**config.mk**
```make
export PLATFORM = sky130hd
export DESIGN_NAME = led_mode_controller_flat
export DESIGN_NICKNAME = d
export VERILOG_FILES = /design/src/rtl/led_mode_controller_if.sv /design/src/rtl/led_mode_controller.sv /design/src/flat_wrapper.sv
export SDC_FILE = /design/constraint.sdc
export NUM_CORES = 1
export LEC_CHECK = 0
export CAP_MARGIN = 25
export CORE_UTILIZATION = 59
export DETAILED_ROUTE_END_ITERATION = 7
export PLACE_DENSITY = 0.79
export SLEW_MARGIN = 30
export SYNTH_ARGS = -nofsm -noshare
export SYNTH_HDL_FRONTEND = slang
export SYNTH_SLANG_ARGS = --single-unit
```
**constraint.sdc**
```tcl
create_clock -name CLK_24MHz -period 3 [get_ports CLK_24MHz]
set_input_delay 0.6 -clock CLK_24MHz [delete_from_list [all_inputs] [get_ports CLK_24MHz]]
set_output_delay 0.6 -clock CLK_24MHz [all_outputs]
set_load 0.005 [all_outputs]
```
**src/rtl/led_mode_controller_if.sv**
```systemverilog
// Board-side signal bundle for the LED sequencer: tact buttons in, LED drive and status out.
// Latency: none, plain wires.
// Backpressure: none; every signal is a free-running level.
interface led_mode_controller_if;
    logic       Tact1;
    logic       Tact2;
    logic [7:0] USER_LED;
    logic [1:0] MODE;
    logic       PAUSED;

    modport master (output Tact1, Tact2, input  USER_LED, MODE, PAUSED);
    modport slave  (input  Tact1, Tact2, output USER_LED, MODE, PAUSED);
endinterface

```
**src/rtl/led_mode_controller.sv**
```systemverilog
// LED bank sequencer: button sync/debounce (LED_DEBOUNCE_EN), four display modes, prescaled stepping.
// Latency: button to MODE/PAUSED 4 + 2^W_DB clocks (4 without LED_DEBOUNCE_EN); USER_LED one clock later.
// Backpressure: none; buttons are sampled every clock and outputs update every clock.
module led_mode_controller #(
    parameter int W_CNT = 23,
    parameter int W_DB  = 18
) (
    input  logic                 CLK_24MHz,
    input  logic                 RST_n,
    led_mode_controller_if.slave io
);
    typedef enum logic [1:0] {
        CHASE_UP = 2'd0,
        CHASE_DN = 2'd1,
        BOUNCE   = 2'd2,
        BLINK    = 2'd3
    } mode_e;

    typedef enum logic {
        DIR_UP = 1'b0,
        DIR_DN = 1'b1
    } dir_e;

    if (W_DB < 1 || W_CNT < 1) begin : g_width_check
        $error("W_DB and W_CNT must be at least 1");
    end

    // Bit 0 carries Tact1, bit 1 carries Tact2 through the whole input path.
    logic [1:0] sync1;
    logic [1:0] sync2;
    logic [1:0] level;
    logic [1:0] level_d;
    logic [1:0] press;

    always_ff @(posedge CLK_24MHz or negedge RST_n) begin
        if (!RST_n) begin
            sync1 <= 2'b11;
            sync2 <= 2'b11;
        end else begin
            sync1 <= {io.Tact2, io.Tact1};
            sync2 <= sync1;
        end
    end

`ifdef LED_DEBOUNCE_EN
    logic [1:0][W_DB-1:0] db_cnt;

    // A new level is taken only after 2^W_DB consecutive samples disagree with the accepted one.
    always_ff @(posedge CLK_24MHz or negedge RST_n) begin
        if (!RST_n) begin
            level  <= 2'b11;
            db_cnt <= '0;
        end else begin
            for (int i = 0; i < 2; i++) begin
                if (sync2[i] == level[i]) begin
                    db_cnt[i] <= '0;
                end else if (&db_cnt[i]) begin
                    level[i]  <= sync2[i];
                    db_cnt[i] <= '0;
                end else begin
                    db_cnt[i] <= db_cnt[i] + 1'b1;
                end
            end
        end
    end
`else
    assign level = sync2;
`endif

    always_ff @(posedge CLK_24MHz or negedge RST_n) begin
        if (!RST_n) begin
            level_d <= 2'b11;
            press   <= 2'b00;
        end else begin
            level_d <= level;
            press   <= level_d & ~level;
        end
    end

    logic mode_adv;
    logic pause_tgl;
    assign mode_adv  = press[0];
    assign pause_tgl = press[1];

    mode_e            mode_q,   mode_n;
    dir_e             dir_q,    dir_n;
    logic             paused_q, paused_n;
    logic             phase_q,  phase_n;
    logic [2:0]       pos_q,    pos_n;
    logic [W_CNT-1:0] presc_q,  presc_n;
    logic [7:0]       led_q,    led_n;
    logic             tick;

    always_ff @(posedge CLK_24MHz or negedge RST_n) begin
        if (!RST_n) begin
            mode_q   <= CHASE_UP;
            dir_q    <= DIR_UP;
            paused_q <= 1'b0;
            phase_q  <= 1'b0;
            pos_q    <= '0;
            presc_q  <= '1;
            led_q    <= 8'hFF;
        end else begin
            mode_q   <= mode_n;
            dir_q    <= dir_n;
            paused_q <= paused_n;
            phase_q  <= phase_n;
            pos_q    <= pos_n;
            presc_q  <= presc_n;
            led_q    <= led_n;
        end
    end

    always_comb begin
        mode_n   = mode_q;
        dir_n    = dir_q;
        paused_n = paused_q;
        phase_n  = phase_q;
        pos_n    = pos_q;
        presc_n  = presc_q;
        led_n    = 8'hFF;
        tick     = !paused_q && (presc_q == '0);

        // Decrementing through zero lands on all-ones, which is the reload value.
        if (!paused_q) begin
            presc_n = presc_q - 1'b1;
        end

        if (mode_adv) begin
            mode_n  = mode_e'(mode_q + 2'd1);
            dir_n   = DIR_UP;
            phase_n = 1'b0;
            pos_n   = '0;
            presc_n = '1;
        end else if (tick) begin
            case (mode_q)
                CHASE_UP: pos_n = pos_q + 3'd1;
                CHASE_DN: pos_n = pos_q - 3'd1;
                BOUNCE: begin
                    if (dir_q == DIR_UP) begin
                        if (pos_q == 3'd7) begin
                            dir_n = DIR_DN;
                            pos_n = 3'd6;
                        end else begin
                            pos_n = pos_q + 3'd1;
                        end
                    end else begin
                        if (pos_q == 3'd0) begin
                            dir_n = DIR_UP;
                            pos_n = 3'd1;
                        end else begin
                            pos_n = pos_q - 3'd1;
                        end
                    end
                end
                default: phase_n = ~phase_q;
            endcase
        end

        if (pause_tgl) begin
            paused_n = ~paused_q;
        end

        // LEDs are active-low: a lit LED is a 0 bit.
        if (mode_q == BLINK) begin
            led_n = phase_q ? 8'h00 : 8'hFF;
        end else begin
            led_n = ~(8'h01 << pos_q);
        end
    end

    assign io.USER_LED = led_q;
    assign io.MODE     = mode_q;
    assign io.PAUSED   = paused_q;
endmodule

```
**src/flat_wrapper.sv**
```systemverilog
// flat-port wrapper written by rule: the top's interface ports become plain ports
module led_mode_controller_flat 
#(
    parameter int W_CNT = 23,
    parameter int W_DB  = 18
)
  (CLK_24MHz, RST_n, io_Tact1, io_Tact2, io_USER_LED, io_MODE, io_PAUSED);
  led_mode_controller_if io_i ();
  input  logic CLK_24MHz;
  input  logic RST_n;
  input wire logic [$bits(io_i.Tact1)-1:0] io_Tact1;
  input wire logic [$bits(io_i.Tact2)-1:0] io_Tact2;
  output wire logic [$bits(io_i.USER_LED)-1:0] io_USER_LED;
  output wire logic [$bits(io_i.MODE)-1:0] io_MODE;
  output wire logic [$bits(io_i.PAUSED)-1:0] io_PAUSED;
  assign io_i.Tact1 = io_Tact1;
  assign io_i.Tact2 = io_Tact2;
  assign io_USER_LED = io_i.USER_LED;
  assign io_MODE = io_i.MODE;
  assign io_PAUSED = io_i.PAUSED;
  led_mode_controller #(.W_CNT(W_CNT), .W_DB(W_DB)) u_core (.CLK_24MHz(CLK_24MHz), .RST_n(RST_n), .io(io_i));
endmodule
```
# == Word level (Yosys, flattened, before mapping) ==
# Cells that the tools add are included.
# op_classes
addsub,4
n_eq_ne,6
n_shift,1
n_mux,19
n_bitwise,5
reduce_logical,12
# ops
cell,n
2-to-1 mux 23 bit,2
zero test 23 bit,1
subtractor 23 x 1 -> 23 bit (second input constant),1
2-to-1 mux 8 bit,2
2-to-1 mux 3 bit,5
2-to-1 mux 1 bit,9
case mux 3 bit (3 select lines),1
inverter 8 bit,1
left shift 1 x 3 -> 8 bit (first input constant),1
AND reduction 2 bit,3
== test 2 bit (second input constant),2
inequality test 2 x 1 -> 1 bit (second input constant),2
nonzero test 2 bit,2
nonzero test 4 bit,1
adder 3 x 1 -> 3 bit (second input constant),1
== test 3 bit (second input constant),1
zero test 3 bit,1
OR reduction 3 bit,1
subtractor 3 x 1 -> 3 bit (second input constant),1
adder 2 x 1 -> 2 bit (second input constant),1
bitwise AND 2 bit,1
== test 2 x 1 -> 1 bit (second input constant),1
zero test 2 bit,1
inverter 1 bit,2
other kinds (3),3
# totals
register_bits,47
elab_cells,58

# == Longest topological paths before layout ==
# Gate-level depths: netlist of the first run.
# depth
ltp_word,6
ltp_mapped,8
ltp_nobuf,8

# == Worst setup path after synthesis of the first run ==
# No wires, ideal clock.
# synth_path
kind,reg-to-reg
startpoint,reg u_core.presc_q[0]
endpoint,reg u_core.phase_q
setup_time_ns,0.125
arrival_time_ns,2.030
required_ns,2.875
path_slack_ns,0.845
path_stages_with_launch,7
path_buffers,0
synth_period_minus_slack_ns,2.155
cell_sequence,dfstp_2 -> inv_1 -> ha_1 -> or4b_2 -> nor4_1 -> nand3_1 -> mux2_2
# synth_via
elab_chain_len,4
# synth_rtl
item,line,source
from (decl),led_mode_controller.sv:90,"logic [W_CNT-1:0] presc_q, presc_n;"
from (signal assigned),led_mode_controller.sv:109,presc_q <= presc_n;
zero test 23 bit,led_mode_controller.sv:122,tick = !paused_q && (presc_q == '0);
logical AND 1 bit,led_mode_controller.sv:122,
nonzero test 2 bit (no source line),n/a,
AND reduction 2 bit (no source line),n/a,
to (signal assigned),led_mode_controller.sv:107,phase_q <= phase_n;
to (decl),led_mode_controller.sv:88,"logic phase_q, phase_n;"
# No other way between the ends.
# A chain may end at the register's enable or synchronous reset.

# == Worst setup path after layout of the first run ==
# layout_path
startpoint,reg u_core.presc_q[1]
endpoint,reg u_core.phase_q
# The elaborated chain is that of the path after synthesis.

==> impl_metrics.json, run 1 <==
{
  "cts.sinks": 47,
  "synth_seq_cells": 47,
  "synth-edff-count": 0,
  "synth_async_sr_flop_share_pct": 100,
  "crit_type": "reg -> reg",
  "max_slew_margin_pct": 47.5,
  "syn_nets": 247,
  "wl_met3_um": 165,
  "clk_pin_slew_ps": 90,
  "yosysSeqAreaShare_pct": 50.2,
  "antenna_left": 0,
  "yosysTopAreaCell": "dfstp_2",
  "finalCriticalPeriod_ps": 2470,
  "worstSetupEndpointType": "register",
  "synth.area.top_cells": "dfstp_2 (40%), dfrtp_1 (10%), ha_1 (7.7%)",
  "firstDrtPassIters": 4,
  "setup_viol": 0,
  "outcome": "finished, final reports clean",
  "drt-wirelength-per-cell_um": 15.9,
  "fin_ws_ps": 531,
  "final_cells": 290,
  "h-tree-depth": 2,
  "antenna_found_initial": 0,
  "fin_total_pwr_mw": 1.66,
  "grt_pass1_vias": 1702,
  "area_growth_pct": 12.3,
  "leakagePower_nw": 1.03,
  "dr_wl_met2_um": 2320,
  "yosys_most_used_dff": "dfstp_2",
  "grt_overflow": 0,
  "synthDistinctLibCells": 48,
  "slew_viol_final": 0,
  "route.detailed.drc": 0,
  "crit_fanout": 5,
  "drv_cap": 0,
  "powerDensity_mw_per_mm2": 606,
  "wirelength_um": 4600,
  "die_h_um": 66.2,
  "postSynthAreaPerCell_um2": 10.7,
  "ir_drop_mv": 0.516,
  "synth_cells": 228,
  "grt_pass1_wl_um": 7820,
  "final_cell_mix": "dfstp_2 (37), ha_1 (15), a21oi_1 (14)",
  "wl_met1_um": 1990,
  "dp_hpwl_um": 3240,
  "placementRows": 22,
  "finClkSkew_ps": 6.87,
  "hold_slack_ps": 300,
  "worstSkewPairLatency_ps": 300,
  "yosysWarnings": 0,
  "required_ps": 3190,
  "worst_pin_slew_ps": 781,
  "numPlacedInstances": 282,
  "gp_congestion": 0.874,
  "io_pins": 15,
  "dieArea_mm2": 0.00439,
  "hold_viol": 0,
  "critPathArrivalTime_ps": 2660,
  "die_w_um": 66.2,
  "numCtsBuffers": 5,
  "cts_setup_buffers": 0,
  "root_buffer": "clkbuf_8",
  "dpl_worst_slack_ps": 570,
  "yosysTopAreaCellShare_pct": 39.9,
  "cts_max_path_buffers": 2,
  "grt_max_degree": 48,
  "final_common_cell": "dfstp_2",
  "coreArea_mm2": 0.00380,
  "fin_tns_setup_ps": 0,
  "vias_per_cell": 6.11,
  "postCtsHoldBufs": 0,
  "placed_cell_area_mm2": 0.00259,
  "start_util_pct": 64.1,
  "highest_layer": "met4",
  "design_area_mm2": 0.00273,
  "diodes": 0,
  "numPortBuffers": 14,
  "dr_total_vias": 1771,
  "cts_tree": "yes",
  "rsz0062_at_grt": "no",
  "final_core_util_pct": 72.0,
  "ctsResizeCount": 0,
  "fin_crit_sh_pct": 82.3,
  "fmax_mhz": 405,
  "num-nets-final": 260,
  "dr.first_iter.drc_count": 131,
  "drive_above_1_share_pct": 26.0,
  "startpoint_type": "register",
  "hp-class": "in -> async",
  "grt_use_total_pct": 24.1,
  "syn_area_mm2": 0.00243
}
## registers in the layout, indices dropped and copies added, names as in the netlist
| name | flops |
|---|---|
| u_core.presc_q | 23 |
| u_core.io.USER_LED | 8 |
| u_core.pos_q | 3 |
| u_core.io.MODE | 2 |
| u_core.level | 2 |
| u_core.level_d | 2 |
| u_core.press | 2 |
| u_core.sync1 | 2 |
| u_core.dir_q | 1 |
| u_core.io.PAUSED | 1 |
| u_core.phase_q | 1 |
## cell type report
class                      instances  area [um^2]
clock inverter                     3         67.6
clock buffer                       5         68.8
multi-input combinational        158         1110
inverter                          13         48.8
fill                             264         1060
sequential                        47         1220
timing repair buffer              16          153
tap                               48         60.1
## critical path, stage by stage (launching register included)
cell	delay [ps]
dfstp_2	380
inv_1	70
ha_1	170
or4b_2	640
nor4_1	620
nand3_1	180
mux2_2	310
## power breakdown
group | leakage, nW | internal [mW] | total [mW] | switching [mW]
clock | 0.0644 | 0.332 | 0.541 | 0.209
sequential | 0.521 | 0.704 | 0.761 | 0.0571
combinational | 0.441 | 0.154 | 0.353 | 0.200
## worst paths after layout
| path | end | startpoint | depth (start not counted) | slack, ps |
|---|---|---|---|---|
| worst max register to register | u_core.phase_q$_DFFE_PN0P_ | u_core.presc_q[1]$_DFFE_PN1P_ | 6 | 530 |
| worst max-delay path | u_core.phase_q$_DFFE_PN0P_ | u_core.presc_q[1]$_DFFE_PN1P_ | 6 | 530 |
| min in group CLK_24MHz | u_core.level[0]$_DFF_PN1_ | u_core.sync1[0]$_DFF_PN1_ | 0 | 360 |
| worst min-delay path | u_core.pos_q[1]$_DFFE_PN0P_ | RST_n | 1 | 300 |
| worst min register to register | u_core.level[0]$_DFF_PN1_ | u_core.sync1[0]$_DFF_PN1_ | 0 | 360 |
| max in group asynchronous | u_core.presc_q[1]$_DFFE_PN1P_ | RST_n | 1 | 2320 |
## metal layers
layer | GRT usage, % | vias up
li1 | - | 847
met1 | 29.4 | 871
met2 | 40.1 | 41
met3 | 5.86 | 12
met4 | 10.6 | 0
met5 | 0 | -
## Yosys cell counts (5+ instances only)
cell type,number
a21oi_1,14
o31ai_1,6
dfrtp_1,10
inv_1,13
or4_2,5
nor2b_1,9
dfstp_2,37
or3_2,6
clkbuf_1,7
nor4_1,6
nand2_1,12
o21ai_0,6
ha_1,15
nand3_1,10
or4_1,5
nor2_1,11
xor2_1,7
## logic make-up (layout without fill, tap and decap cells)
kind of cell,count (synthesis),count (layout),synth area share [%]
simple gates,89,89,21.9
flops,47,47,50.2
compound gates,39,39,10.4
buf+inv,23,37,4.06
fa+ha+maj,15,15,7.71
xor+xnor,11,11,3.96
mux,4,4,1.75
(Power assumes the default switching activity.)
==> run 2: changes to the inputs <==
--- a/config.mk
+++ b/config.mk
@@ -6,9 +6,9 @@
 export NUM_CORES = 1
 export LEC_CHECK = 0
 export CAP_MARGIN = 25
-export CORE_UTILIZATION = 59
+export CORE_UTILIZATION = 53
 export DETAILED_ROUTE_END_ITERATION = 7
-export PLACE_DENSITY = 0.79
+export PLACE_DENSITY = 0.75
 export SLEW_MARGIN = 30
 export SYNTH_ARGS = -nofsm -noshare
 export SYNTH_HDL_FRONTEND = slang
==> constraint.sdc (replaced) <==
create_clock -name CLK_24MHz -period 2.2 [get_ports CLK_24MHz]
set_input_delay 0.44 -clock CLK_24MHz [delete_from_list [all_inputs] [get_ports CLK_24MHz]]
set_output_delay 0.44 -clock CLK_24MHz [all_outputs]
set_load 0.005 [all_outputs]
==> impl_metrics.json, run 2 (synthesized netlist as in run 1, its figures left out) <==
{
  "coreArea_mm2": 0.00438,
  "largest-register": "u_core.presc_q",
  "vias_per_cell": 5.70,
  "grt_pass1_vias": 1726,
  "cts_max_path_buffers": 2,
  "postCtsHoldBufs": 0,
  "dpl_worst_slack_ps": 94.0,
  "critical_path_buf_inv_count": 0,
  "ctsResizeCount": 0,
  "seqPwrFrac_pct": 46.7,
  "placementRows": 24,
  "hold_slack_ps": 208,
  "cts.sinks": 47,
  "fin_tns_setup_ps": 0,
  "clk_pin_slew_ps": 90,
  "finalCriticalPeriod_ps": 2080,
  "crit_top_cell": "or4_1",
  "slew_viol_final": 0,
  "grt_overflow": 0,
  "required_ps": 2430,
  "worst_pin_slew_ps": 588,
  "rrSetupSlack_ps": 120,
  "dr.first_iter.drc_count": 78,
  "regArea_mm2": 0.00122,
  "start_util_pct": 55.5,
  "multi_input_area_mm2": 0.00112,
  "dp_hpwl_um": 3000,
  "drive_above_1_share_pct": 29.6,
  "fmax_mhz": 481,
  "area_growth_pct": 15.4,
  "final_core_util_pct": 64.1,
  "fin_crit_sh_pct": 94.4,
  "dr_total_vias": 1737,
  "worstSetupEndpointType": "register",
  "design_area_mm2": 0.00281,
  "critPathArrivalTime_ps": 2300,
  "diodes": 0,
  "antenna_left": 0,
  "p_comb_share_pct": 24.0,
  "outcome": "finished, final reports clean",
  "gp_congestion": 0.798,
  "final_common_cell": "dfstp_2",
  "setup_viol": 0,
  "rsz0062_at_grt": "no",
  "crit_type": "reg -> reg",
  "antenna_found_initial": 0,
  "numPlacedInstances": 297,
  "drv_cap": 0,
  "h-tree-depth": 2,
  "ir_drop_mv": 0.525,
  "placed_cell_area_mm2": 0.00268,
  "powerDensity_mw_per_mm2": 776,
  "fin_total_pwr_mw": 2.18,
  "cts_tree": "yes",
  "fill_cells": 351,
  "p_clk_share_pct": 29.3,
  "p_int_mw": 1.54,
  "io_pins": 15,
  "p_sw_uw": 635,
  "crit_fanout": 6,
  "max_slew_margin_pct": 60.8,
  "slowest_stage": "or4_1",
  "final_cell_mix": "dfstp_2 (37), ha_1 (15), a21oi_1 (14)",
  "worstSkewPairLatency_ps": 310,
  "route.detailed.drc": 0,
  "die_h_um": 69.8,
  "cts_setup_buffers": 0,
  "numCtsBuffers": 5,
  "grt_max_degree": 48,
  "firstDrtPassIters": 4,
  "numPortBuffers": 14,
  "grt_pass1_wl_um": 7890,
  "finClkSkew_ps": 11.3,
  "startpoint_type": "register",
  "num-nets-final": 271,
  "fin_ws_ps": 122,
  "dieArea_mm2": 0.00487,
  "power_switching_share_pct": 29.2,
  "path_delay_family": "simple AND/OR/NAND/NOR gates",
  "leakagePower_nw": 1.07,
  "wirelength_um": 4270,
  "hold_viol": 0,
  "largest_register_ffs": 23,
  "crit_chain": "or4_1 -> or2_4 -> or4_1 -> a221o_1",
  "hp-class": "in -> async",
  "die_w_um": 69.8,
  "root_buffer": "clkbuf_8",
  "grt_use_total_pct": 20.5,
  "drt-wirelength-per-cell_um": 14.0,
  "final_cells": 305,
  "cpPeakStageDelay_ps": 540
}
[run 2: power groups by stage]
stage | sequential, mW | combinational (mW) | clock [mW]
6_report | 1.02 | 0.523 | 0.638
5_1_grt | 1.03 | 0.594 | 0.693
4_1_cts | 1.02 | 0.529 | 0.659
3_5_place_dp | 1.03 | 0.525 | 0
3_3_place_gp | 1.03 | 0.500 | 0
2_1_floorplan | 1.03 | 0.321 | 0
[run 2: area by class of cell]
class                   count  share of cell area, %
clock buffers               5                   2.45
clock inverters             3                   1.69
inverters                  13                   1.74
multi-input cells         158                   40.0
flip-flops and latches     47                   43.5
well taps                  52                   2.32
repair buffers             27                   8.29
[run 2: worst paths after layout]
check                                               startpoint                        endpoint  cells past startpoint
worst max-delay path            u_core.presc_q[13]$_DFFE_PN1P_  u_core.presc_q[22]$_DFFE_PN1P_                      4
worst min-delay path                                     RST_n        u_core.dir_q$_DFFE_PN0P_                      2
worst max register to register  u_core.presc_q[13]$_DFFE_PN1P_  u_core.presc_q[22]$_DFFE_PN1P_                      4
worst min register to register       u_core.sync1[1]$_DFF_PN1_       u_core.level[1]$_DFF_PN1_                      0
max in group asynchronous                                RST_n   u_core.presc_q[4]$_DFFE_PN1P_                      2
min in group CLK_24MHz               u_core.sync1[1]$_DFF_PN1_       u_core.level[1]$_DFF_PN1_                      0
[run 2: per-layer routing]
| metal | global-route usage (%) | wire length (um) |
|---|---|---|
| met5 | 0 | 0 |
| met4 | 8.00 | 87 |
| met3 | 4.80 | 157 |
| met2 | 32.6 | 2060 |
| met1 | 27.0 | 1970 |
==> run 3: changes to the inputs <==
--- a/config.mk
+++ b/config.mk
@@ -6,9 +6,11 @@
 export NUM_CORES = 1
 export LEC_CHECK = 0
 export CAP_MARGIN = 25
-export CORE_UTILIZATION = 53
+export CORE_UTILIZATION = 55
+export CTS_BUF_LIST = sky130_fd_sc_hd__clkbuf_4 sky130_fd_sc_hd__clkbuf_8
+export CTS_CLUSTER_DIAMETER = 40
 export DETAILED_ROUTE_END_ITERATION = 7
-export PLACE_DENSITY = 0.75
+export PLACE_DENSITY = 0.78
 export SLEW_MARGIN = 30
 export SYNTH_ARGS = -nofsm -noshare
 export SYNTH_HDL_FRONTEND = slang
==> impl_metrics.json, run 3 (synthesized netlist as in run 1, its figures left out) <==
{
  "outcome": "finished, final reports clean",
  "leakagePower_nw": 1.11,
  "ir_drop_mv": 0.605,
  "crit_fanout": 6,
  "slowest_stage": "or4_1",
  "antenna_found_initial": 0,
  "hold_slack_ps": 76.6,
  "max_slew_margin_pct": 59.8,
  "fill_cells": 336,
  "crit_type": "reg -> reg",
  "firstDrtPassIters": 4,
  "fmax_mhz": 478,
  "power_switching_share_pct": 27.4,
  "hold_viol": 0,
  "dr_total_vias": 1812,
  "dpl_worst_slack_ps": -18.8,
  "grt_pass1_vias": 1709,
  "grt_use_total_pct": 23.2,
  "hp-class": "in -> async",
  "cts.sinks": 47,
  "cts_tree": "yes",
  "fin_tns_setup_ps": 0,
  "grt_pass1_wl_um": 7980,
  "dieArea_mm2": 0.00470,
  "p_clk_share_pct": 32.6,
  "fin_ws_ps": 108,
  "p_int_mw": 1.67,
  "dp_hpwl_um": 3360,
  "finalCriticalPeriod_ps": 2090,
  "drive_above_1_share_pct": 30.2,
  "finClkSkew_ps": 5.78,
  "p_comb_share_pct": 23.0,
  "grt_max_degree": 21,
  "crit_top_cell": "or4_1",
  "largest-register": "u_core.presc_q",
  "cts_max_path_buffers": 2,
  "antenna_left": 0,
  "drv_cap": 0,
  "clk_pin_slew_ps": 90,
  "numPlacedInstances": 297,
  "num-nets-final": 273,
  "placementRows": 23,
  "grt_overflow": 0,
  "worstSkewPairLatency_ps": 300,
  "setup_viol": 0,
  "p_sw_uw": 631,
  "critPathArrivalTime_ps": 2320,
  "route.detailed.drc": 0,
  "worstSetupEndpointType": "register",
  "largest_register_ffs": 23,
  "root_buffer": "clkbuf_8",
  "rsz0062_at_grt": "no",
  "postCtsHoldBufs": 0,
  "numCtsBuffers": 5,
  "fin_total_pwr_mw": 2.30,
  "wirelength_um": 4740,
  "coreArea_mm2": 0.00412,
  "slew_viol_final": 0,
  "seqPwrFrac_pct": 44.4,
  "start_util_pct": 59.2,
  "final_cell_mix": "dfstp_2 (37), ha_1 (15), buf_4 (15)",
  "dr.first_iter.drc_count": 140,
  "drt-wirelength-per-cell_um": 15.5,
  "required_ps": 2430,
  "die_h_um": 68.5,
  "h-tree-depth": 2,
  "numPortBuffers": 14,
  "cpPeakStageDelay_ps": 550,
  "startpoint_type": "register",
  "die_w_um": 68.5,
  "powerDensity_mw_per_mm2": 807,
  "crit_chain": "or4_1 -> or2_4 -> or4_1 -> a221o_1",
  "diodes": 0,
  "vias_per_cell": 5.94,
  "fin_crit_sh_pct": 95.1,
  "final_cells": 305,
  "io_pins": 15,
  "gp_congestion": 0.855,
  "area_growth_pct": 17.1,
  "final_common_cell": "dfstp_2",
  "worst_pin_slew_ps": 603
}
-- run 3: worst max-delay path, delay by kind of cell, from the launching register on --
family,cells,cell delay [ps]
AND/OR/NAND/NOR,3,1340
flip-flops,1,390
AO/OA/AOI/OAI,1,300
-- run 3: layout make-up --
| class | count | area [um^2] | area share, % |
|---|---|---|---|
| multi-input combinational | 158 | 1130 | 39.7 |
| timing repair buffer | 29 | 248 | 8.69 |
| clock inverter | 2 | 60.1 | 2.11 |
| inverter | 13 | 48.8 | 1.71 |
| tap | 50 | 62.6 | 2.19 |
| clock buffer | 6 | 76.3 | 2.68 |
| sequential | 47 | 1220 | 42.9 |
-- run 3: final timing paths --
path	end	cells after the start	slack [ps]	start
setup / recovery	u_core.presc_q[22]$_DFFE_PN1P_	4	110	u_core.presc_q[13]$_DFFE_PN1P_
hold / removal	u_core.pos_q[2]$_DFFE_PN0P_	1	80	RST_n
setup reg to reg	u_core.presc_q[22]$_DFFE_PN1P_	4	110	u_core.presc_q[13]$_DFFE_PN1P_
hold reg to reg	u_core.level[0]$_DFF_PN1_	0	360	u_core.sync1[0]$_DFF_PN1_
max in group asynchronous	u_core.sync1[0]$_DFF_PN1_	2	1490	RST_n
min in group CLK_24MHz	u_core.level[0]$_DFF_PN1_	0	360	u_core.sync1[0]$_DFF_PN1_
-- run 3: power by group through the flow --
stage | registers, mW | clock network [mW] | logic (mW)
2_1_floorplan | 1.03 | 0 | 0.321
3_3_place_gp | 1.03 | 0 | 0.505
3_5_place_dp | 1.03 | 0 | 0.525
4_1_cts | 1.02 | 0.774 | 0.530
5_1_grt | 1.04 | 0.806 | 0.594
6_report | 1.02 | 0.749 | 0.529
-- run 3: metrics by stage --
step | cell area (um^2) | util [%]
after global routing | 2850 | 69.3
after detailed placement | 2700 | 65.5
final | 2850 | 69.3
after floorplan | 2430 | -
after global placement | 2700 | 65.5
after CTS | 2840 | 69.0
-- run 3: repair_timing --
action | CTS | global route
gates resized for setup | 1 | 2
endpoints found under the setup margin | 2 | 5
hold endpoints to repair | 0 | 0
buffers inserted | 0 | 0
-- run 3: routing by layer --
metal / vias up / global-route usage (%) / share of wire (%)
li1: 870 / - / -
met1: 886 / 30.3 / 45
met2: 51 / 37.9 / 50
met3: 5 / 5.59 / 4.0
met4: 0 / 7.55 / 0.80
met5: - / 0 / 0
